[config.mk]
export PLATFORM = sky130hd
export DESIGN_NAME = alu_seq_ctrl_flat
export DESIGN_NICKNAME = d
export VERILOG_FILES = /design/src/rtl/alu_seq_ctrl_if.sv /design/src/rtl/alu_seq_ctrl.sv /design/src/flat_wrapper.sv
export SDC_FILE = /design/constraint.sdc
export NUM_CORES = 1
export LEC_CHECK = 0
export ABC_CLOCK_PERIOD_IN_PS = 3300
export BUFFER_PORTS_ARGS = -buffer_cell sky130_fd_sc_hd__buf_4
export CAP_MARGIN = 40
export CORE_MARGIN = 8
export CORE_UTILIZATION = 50
export CTS_BUF_LIST = sky130_fd_sc_hd__clkbuf_16
export CTS_CLUSTER_DIAMETER = 40
export CTS_CLUSTER_SIZE = 28
export DETAILED_ROUTE_END_ITERATION = 10
export PLACE_DENSITY = 0.84
export SYNTH_ARGS = -nofsm -noshare
export SYNTH_HDL_FRONTEND = slang
export SYNTH_SLANG_ARGS = --single-unit
[constraint.sdc]
create_clock -name clk -period 3.3 [get_ports clk]
set_clock_uncertainty 0.05 [all_clocks]
set_input_delay 0.165 -clock clk [delete_from_list [all_inputs] [get_ports clk]]
set_output_delay 0.165 -clock clk [all_outputs]
set_load 0.01 [all_outputs]
[src/rtl/alu_seq_ctrl_if.sv]
// Command, result and ALU-side signal bundle for the NAND/ROL sequencing controller.
// The controller is the slave; the command source, result sink and ALU sit on the master side.
interface alu_seq_ctrl_if #(
    parameter int W = 7
);
    // Command channel
    logic           cmd_valid;
    logic           cmd_ready;
    logic [1:0]     cmd_op;
    logic [W-1:0]   cmd_a;
    logic [W-1:0]   cmd_b;
    logic [2:0]     cmd_cnt;

    // External combinational ALU
    logic           alu_en;
    logic           alu_op;
    logic [W-1:0]   alu_a;
    logic [W-1:0]   alu_b;
    logic [W-1:0]   alu_r;
    logic           alu_flag;

    // Result channel
    logic           res_valid;
    logic           res_ready;
    logic [W-1:0]   res_data;
    logic           res_flag;
    logic           res_err;

    modport master (
        output cmd_valid, cmd_op, cmd_a, cmd_b, cmd_cnt,
        output alu_r, alu_flag,
        output res_ready,
        input  cmd_ready,
        input  alu_en, alu_op, alu_a, alu_b,
        input  res_valid, res_data, res_flag, res_err
    );

    modport slave (
        input  cmd_valid, cmd_op, cmd_a, cmd_b, cmd_cnt,
        input  alu_r, alu_flag,
        input  res_ready,
        output cmd_ready,
        output alu_en, alu_op, alu_a, alu_b,
        output res_valid, res_data, res_flag, res_err
    );
endinterface

[src/rtl/alu_seq_ctrl.sv]
// Sequencer that drives an external 1-cycle NAND / ROL-by-one ALU to run
// NAND, rotate-by-k and NAND-then-rotate commands, one command at a time.
module alu_seq_ctrl #(
    parameter int W = 7
) (
    input  logic          clk,
    input  logic          rst,      // synchronous, active low
    alu_seq_ctrl_if.slave bus
);

    typedef enum logic [1:0] {
        IDLE = 2'd0,
        NAND = 2'd1,
        ROT  = 2'd2,
        DONE = 2'd3
    } state_t;

    localparam logic [1:0] OP_NAND = 2'b00;
    localparam logic [1:0] OP_ROL  = 2'b01;
    localparam logic [1:0] OP_NROL = 2'b10;
    localparam logic [1:0] OP_RSVD = 2'b11;

    state_t         state_q, state_d;
    logic [W-1:0]   acc_q, acc_d;
    logic [W-1:0]   b_q, b_d;
    logic [2:0]     cnt_q, cnt_d;
    logic [1:0]     op_q, op_d;
    logic           flag_q, flag_d;
    logic           err_q, err_d;

    logic           cmd_ready;
    logic           alu_en;
    logic           alu_op;
    logic [W-1:0]   alu_a;
    logic [W-1:0]   alu_b;
    logic           res_valid;
    logic [W-1:0]   res_data;

    // State register; reset wins over any command presented in the same cycle
    always_ff @(posedge clk) begin
        if (!rst) begin
            state_q <= IDLE;
            acc_q   <= '0;
            b_q     <= '0;
            cnt_q   <= '0;
            op_q    <= '0;
            flag_q  <= 1'b0;
            err_q   <= 1'b0;
        end else begin
            state_q <= state_d;
            acc_q   <= acc_d;
            b_q     <= b_d;
            cnt_q   <= cnt_d;
            op_q    <= op_d;
            flag_q  <= flag_d;
            err_q   <= err_d;
        end
    end

    // Next-state, datapath updates and outputs; everything idles at zero by default
    always_comb begin
        state_d   = state_q;
        acc_d     = acc_q;
        b_d       = b_q;
        cnt_d     = cnt_q;
        op_d      = op_q;
        flag_d    = flag_q;
        err_d     = err_q;
        cmd_ready = 1'b0;
        alu_en    = 1'b0;
        alu_op    = 1'b0;
        alu_a     = '0;
        alu_b     = '0;
        res_valid = 1'b0;
        res_data  = '0;

        case (state_q)
            IDLE: begin
                cmd_ready = 1'b1;
                if (bus.cmd_valid) begin
                    acc_d  = bus.cmd_a;
                    b_d    = bus.cmd_b;
                    cnt_d  = bus.cmd_cnt;
                    op_d   = bus.cmd_op;
                    flag_d = 1'b0;
                    err_d  = 1'b0;
                    case (bus.cmd_op)
                        OP_NAND, OP_NROL: state_d = NAND;
                        // rotate by zero is a pass-through of cmd_a
                        OP_ROL:           state_d = (bus.cmd_cnt != 3'd0) ? ROT : DONE;
                        OP_RSVD: begin
                            acc_d   = '0;
                            err_d   = 1'b1;
                            state_d = DONE;
                        end
                        default:          state_d = DONE;
                    endcase
                end
            end

            NAND: begin
                alu_en  = 1'b1;
                alu_op  = 1'b0;
                alu_a   = acc_q;
                alu_b   = b_q;
                acc_d   = bus.alu_r;
                flag_d  = bus.alu_flag;
                state_d = (op_q == OP_NROL && cnt_q != 3'd0) ? ROT : DONE;
            end

            ROT: begin
                // one ALU rotate per cycle; leave on the cycle that consumes the last count
                alu_en  = 1'b1;
                alu_op  = 1'b1;
                alu_a   = acc_q;
                acc_d   = bus.alu_r;
                flag_d  = bus.alu_flag;
                cnt_d   = cnt_q - 3'd1;
                if (cnt_q == 3'd1) begin
                    state_d = DONE;
                end
            end

            DONE: begin
                res_valid = 1'b1;
                res_data  = acc_q;
                if (bus.res_ready) begin
                    state_d = IDLE;
                end
            end

            default: state_d = IDLE;
        endcase
    end

    assign bus.cmd_ready = cmd_ready;
    assign bus.alu_en    = alu_en;
    assign bus.alu_op    = alu_op;
    assign bus.alu_a     = alu_a;
    assign bus.alu_b     = alu_b;
    assign bus.res_valid = res_valid;
    assign bus.res_data  = res_data;
    assign bus.res_flag  = flag_q;
    assign bus.res_err   = err_q;

endmodule

[src/flat_wrapper.sv]
// flat-port wrapper written by rule: the top's interface ports become plain ports
module alu_seq_ctrl_flat 
#(
    parameter int W = 7
)
  (clk, rst, bus_cmd_valid, bus_cmd_op, bus_cmd_a, bus_cmd_b, bus_cmd_cnt, bus_alu_r, bus_alu_flag, bus_res_ready, bus_cmd_ready, bus_alu_en, bus_alu_op, bus_alu_a, bus_alu_b, bus_res_valid, bus_res_data, bus_res_flag, bus_res_err);
  alu_seq_ctrl_if #(.W(W)) bus_i ();
  input  logic clk;
  input  logic rst;
  input wire logic [$bits(bus_i.cmd_valid)-1:0] bus_cmd_valid;
  input wire logic [$bits(bus_i.cmd_op)-1:0] bus_cmd_op;
  input wire logic [$bits(bus_i.cmd_a)-1:0] bus_cmd_a;
  input wire logic [$bits(bus_i.cmd_b)-1:0] bus_cmd_b;
  input wire logic [$bits(bus_i.cmd_cnt)-1:0] bus_cmd_cnt;
  input wire logic [$bits(bus_i.alu_r)-1:0] bus_alu_r;
  input wire logic [$bits(bus_i.alu_flag)-1:0] bus_alu_flag;
  input wire logic [$bits(bus_i.res_ready)-1:0] bus_res_ready;
  output wire logic [$bits(bus_i.cmd_ready)-1:0] bus_cmd_ready;
  output wire logic [$bits(bus_i.alu_en)-1:0] bus_alu_en;
  output wire logic [$bits(bus_i.alu_op)-1:0] bus_alu_op;
  output wire logic [$bits(bus_i.alu_a)-1:0] bus_alu_a;
  output wire logic [$bits(bus_i.alu_b)-1:0] bus_alu_b;
  output wire logic [$bits(bus_i.res_valid)-1:0] bus_res_valid;
  output wire logic [$bits(bus_i.res_data)-1:0] bus_res_data;
  output wire logic [$bits(bus_i.res_flag)-1:0] bus_res_flag;
  output wire logic [$bits(bus_i.res_err)-1:0] bus_res_err;
  assign bus_i.cmd_valid = bus_cmd_valid;
  assign bus_i.cmd_op = bus_cmd_op;
  assign bus_i.cmd_a = bus_cmd_a;
  assign bus_i.cmd_b = bus_cmd_b;
  assign bus_i.cmd_cnt = bus_cmd_cnt;
  assign bus_i.alu_r = bus_alu_r;
  assign bus_i.alu_flag = bus_alu_flag;
  assign bus_i.res_ready = bus_res_ready;
  assign bus_cmd_ready = bus_i.cmd_ready;
  assign bus_alu_en = bus_i.alu_en;
  assign bus_alu_op = bus_i.alu_op;
  assign bus_alu_a = bus_i.alu_a;
  assign bus_alu_b = bus_i.alu_b;
  assign bus_res_valid = bus_i.res_valid;
  assign bus_res_data = bus_i.res_data;
  assign bus_res_flag = bus_i.res_flag;
  assign bus_res_err = bus_i.res_err;
  alu_seq_ctrl #(.W(W)) u_core (.clk(clk), .rst(rst), .bus(bus_i));
endmodule
# After elaboration in Yosys (flattened, before gate mapping)
# Cells that the tools add are included.
dict set report word_totals {
  output_inout_bits 27
  ff_bits 23
  wordCells 54
  input_bits 31
}
dict set report op_classes {
  add_sub_neg 1
  n_reduce_logical 13
  muxes 22
  n_eq_ne 11
}
# op count
set ops {}
lappend ops {{$mux W7} 5}
lappend ops {{$pmux W7 S2} 1}
lappend ops {{$eq A2 B2 Y1 const B} 5}
lappend ops {{$mux W1} 8}
lappend ops {{$pmux W2 S4} 1}
lappend ops {{$mux W2} 3}
lappend ops {{$pmux W2 S3} 1}
lappend ops {{$pmux W3 S2} 1}
lappend ops {{$reduce_and A2 Y1} 3}
lappend ops {{$reduce_bool A3 Y1} 2}
lappend ops {{$eq A2 B1 Y1 const B} 2}
lappend ops {{$logic_not A2 Y1} 2}
lappend ops {{$ne A2 B2 Y1 const B} 2}
lappend ops {{$reduce_bool A2 Y1} 2}
lappend ops {{$reduce_or A2 Y1} 2}
lappend ops {{$eq A3 B1 Y1 const B} 1}
lappend ops {{$mux W3} 1}
lappend ops {{$reduce_and A3 Y1} 1}
lappend ops {{$sub A3 B1 Y3 const B} 1}
lappend ops {{$ne A2 B1 Y1 const B} 1}
lappend ops {{$pmux W1 S2} 1}
lappend ops {{$logic_and A1 B1 Y1} 1}

# Longest topological paths before layout
dict set report depth {
  ltp_word 5
  ltp_mapped 7
  ltp_nobuf 6
}

# Worst setup path after synthesis
# Ideal clock, no wire load.
dict set report synth_path {
  kind {register -> register}
  from {register u_core.state_q[0]}
  to {register u_core.acc_q[0]}
  setup_time_ns 0.116
  required_ns 3.134
  path_buffers 1
  slack_ns 1.598
  t_arrival_ns 1.535
  period_less_slack_ns 1.702
  path_stages_with_launch 8
  cell_sequence {dfxtp_1 > inv_1 > ha_1 > inv_1 > o21ai_2 > buf_2 > o211ai_1 > o211a_1}
}
dict set report synth_via {
  elab_chain_len 4
  word_cells_on_any_way 8
  cone_classes {eq/ne: 3; mux: 1; reduce/logical: 4}
}
# item line
set synth_lines {}
lappend synth_lines {{start, declared} alu_seq_ctrl.sv:23} ;# state_t state_q, state_d;
lappend synth_lines {{start signal, assigned} alu_seq_ctrl.sv:50} ;# state_q <= state_d;
lappend synth_lines {{$eq A2 B1 Y1 / $eq A2 B2 Y1 (equally long branches)} alu_seq_ctrl.sv:77} ;# case (state_q)
lappend synth_lines {{$reduce_or A2 Y1 (no line)} --}
lappend synth_lines {{$reduce_bool A2 Y1 (no line)} --}
lappend synth_lines {{$reduce_and A2 Y1 (no line)} --}
lappend synth_lines {{end signal, assigned} alu_seq_ctrl.sv:43} ;# acc_q <= '0;
lappend synth_lines {{end signal, assigned} alu_seq_ctrl.sv:51} ;# acc_q <= acc_d;
lappend synth_lines {{end, declared} alu_seq_ctrl.sv:24} ;# logic [W-1:0] acc_q, acc_d;
# Parallel ways exist; a longest one is shown, timed or not.
# A chain may end at the register's enable or synchronous reset.

# Worst setup path after layout
dict set report layout_path {
  from {register u_core.state_q[1]}
  to {register u_core.acc_q[5]}
}
# Same word-level chain as after synthesis.

==> metrics.txt <==
reg2reg path depth 6; Pint 0.820 mW; IR drop worst, VDD roughly 0.43 mV; hold_buf cts 0; Hold Vio Cnt, Final 0; chip width 67.4 microns; Tightest Pin Transition between 0.6 and 0.7 ns; DRT antenna net count 0; clock sinks 23; Synth-to-Final Area Change 38.6%; yosys synthesis warning count 0; TritonCTS clock tree built; Sw Ratio 39.9%; CP peak stage delay 0.71 ns; max_slew headroom about 58%; Pre-antenna DRT Iters 5; wire length of the first global-routing pass between 5000 and 6000 microns; worst reg2reg startpoint u_core.state_q[1]$_SDFFE_PN0P_; HPWL after DPL 2740 microns; CP Data Required Time 3.40 ns; layout cell share with drive strength beyond 1 29.0%; Mean Syn Cell Area 8.04 sq um; unrepaired setup endpoints after global routing false; Max Cap Viol 0; Most common cell on crit path inv_1; element type at the critical path end flip-flop; post-synthesis sequential area ratio 34.9%; fin crit share 72.0%; gpl congestion 0.785; final WL around 3500 microns; fin nets about 260; Tmin final 2.38 ns; final setup violation count 0; routed len/inst between 10 and 15 microns; vias in the first global route 1286; startpoint types flip-flop; CTS max path bufs 2; core area 2500 sq um; final hold slack 0.127 ns; worst reg2reg setup slack 0.92 ns; Final TNS setup 0 ns; cell area after synthesis around 1300 sq um; Worst Setup EP u_core.acc_q[5]$_SDFFE_PN0P_; full die area approximately 4500 sq um; Post-Synthesis Cells roughly 160; CP Cell Sequence inv_1, ha_1, inv_1, o21ai_2, o211ai_1, o211a_1; largest net degree at the start of global routing 25; outcome complete, no violations; Post-Place Worst Slack 0.969 ns; Residual DRC 0; Critical Path Start u_core.state_q[1]$_SDFFE_PN0P_; die boundary height 67.4 microns; Vias 1288; fin. max-slew vios 0; # rows 18; Initial Utilization 52.8%; Lkg Pwr ~0.9 nW; post-CTS setup buffer count 0; Comb power frac around half; Hold/Removal Path Class primary input to flip-flop; WP data arrival 2.48 ns; Area after DPL roughly 1700 sq um; Root Driver clkbuf_16; Seq pwr share about 30%; Finished Core Util 73.1%; Max Freq about 420 MHz; H-tree depth 1; clock insertion delay at the later pin of the skew report 0.25 ns; Max stage delay cell, worst path ha_1; CTS clk-pin slew, worst paths 0.06 ns; Power Density 746 nW/um^2; crit path kind flip-flop to flip-flop; NetSw 0.543 mW; worst r2r dst u_core.acc_q[5]$_SDFFE_PN0P_; multi-input combinational cell area between 700 and 800 sq um; Fillers 191; GRT Total Usage 15.1%; crit-path max FO 24; Storage cell area 460 sq um; Port Buffers 57; # diodes 0; cell area after layout 1830 sq um; Clk pwr share a little under a fifth; commonest non-fill, non-tap cell in the layout buf_4; number of I/O pins 58; Post-Synthesis Net Count 203; GRT Residual Overflow 0; cts bufs inserted 3; most frequent cells in the layout buf_4 (57), nand2_1 (38), and2_1 (24); post-route setup slack 0.923 ns; initial antenna violation count 0; Avg Vias per Cell 5.21; Netlist cell types 27; drt first-iter violations 50; cts repair resizes 0; synthesized flop and latch total 23
[cells by family (layout without fill, tap and decap cells)]
logic type                 count (synthesis)  count (layout)  synth area share (%)
AOI/OAI and AO/OA                         40              40                  23.9
adders and majority gates                  8               8                  7.59
muxes                                      1               1                 0.759
buffers and inverters                     19              72                  5.88
DFF                                       23              23                  34.9
and+or+nand+nor                           73              73                  26.9
[metal layers]
layer | global-route usage (%) | vias to the layer above | wire [microns]
met4 | 6.27 | 0 | 55
met1 | 16.4 | 583 | 1500
met2 | 26.6 | 47 | 1610
li1 | - | 651 | -
met5 | 0 | - | 0
met3 | 4.47 | 7 | 348
[state kept, by name, summed over array words and instances, names as in the netlist]
register and cells:
u_core.acc_q 7, u_core.b_q 7, u_core.bus.res_err 1, u_core.bus.res_flag 1, u_core.cnt_q 3, u_core.op_q 2, u_core.state_q 2
[stage by stage]
step | total power [mW] | instances
floorplan | 0.886 | 164
global placement | 1.07 | 243
detailed placement | 1.10 | 243
CTS | 1.37 | 247
global route | 1.46 | 247
finish | 1.36 | 247
[worst max-delay path: cells and delay by family (launching register included)]
kind	cells	cell delay [ns]
adders and majority gates	1	0.71
buffers and inverters	2	0.27
DFF	1	0.38
AOI/OAI and AO/OA	3	0.85
[worst min-delay path by stage]
stage / from / to / slack [ns] / cells past startpoint
finish: bus_cmd_b[3] / u_core.b_q[3]$_SDFFE_PN0P_ / 0.13 / 3
global route: bus_cmd_b[4] / u_core.b_q[4]$_SDFFE_PN0P_ / 0.13 / 3
CTS: bus_cmd_b[0] / u_core.b_q[0]$_SDFFE_PN0P_ / 0.12 / 3
detailed placement: bus_cmd_b[0] / u_core.b_q[0]$_SDFFE_PN0P_ / 0.39 / 3
global placement: bus_cmd_b[3] / u_core.b_q[3]$_SDFFE_PN0P_ / 0.38 / 3
floorplan: bus_cmd_op[1] / u_core.op_q[1]$_SDFFE_PN0P_ / 0.26 / 2
[area by class of cell]
| cell class | instances | area share [%] |
|---|---|---|
| multi-input cells | 122 | 42.7 |
| flip-flops and latches | 23 | 25.2 |
| repair buffers | 57 | 23.4 |
| clock buffers | 3 | 4.11 |
| inverters | 11 | 2.26 |
| well taps | 30 | 2.05 |
| clock inverters | 1 | 0.274 |
[power groups by stage]
stage | Sequential (mW) | Clock [mW] | Combinational, mW
final | 0.411 | 0.262 | 0.690
after global routing | 0.420 | 0.278 | 0.762
after CTS | 0.409 | 0.264 | 0.696
after detailed placement | 0.414 | 0 | 0.691
after global placement | 0.408 | 0 | 0.662
after floorplan | 0.401 | 0 | 0.485
[cells in the mapped netlist]
library cell | count | area [sq um]
nand2_1 | 38 | 143
and2_1 | 24 | 150
dfxtp_1 | 23 | 460
inv_1 | 11 | 41.3
a21boi_0 | 9 | 67.6
ha_1 | 8 | 100
o211ai_1 | 8 | 60.1
o211a_1 | 7 | 70.1
clkbuf_1 | 5 | 18.8
o21ai_0 | 5 | 25.0
nor2b_1 | 4 | 25.0
a21boi_1 | 3 | 22.5
nand2b_1 | 3 | 18.8
buf_2 | 2 | 10.0
nor2_1 | 2 | 7.51
a211o_1 | 1 | 8.76
a21oi_2 | 1 | 8.76
a222oi_1 | 1 | 10.0
buf_4 | 1 | 7.51
mux2i_1 | 1 | 10.0
nor3_1 | 1 | 5.00
o21ai_2 | 1 | 8.76
o22ai_1 | 1 | 6.26
o311a_1 | 1 | 10.0
o311ai_1 | 1 | 8.76
o31a_1 | 1 | 8.76
or3_1 | 1 | 6.26
Note: power is estimated with default switching activity, not from simulation.
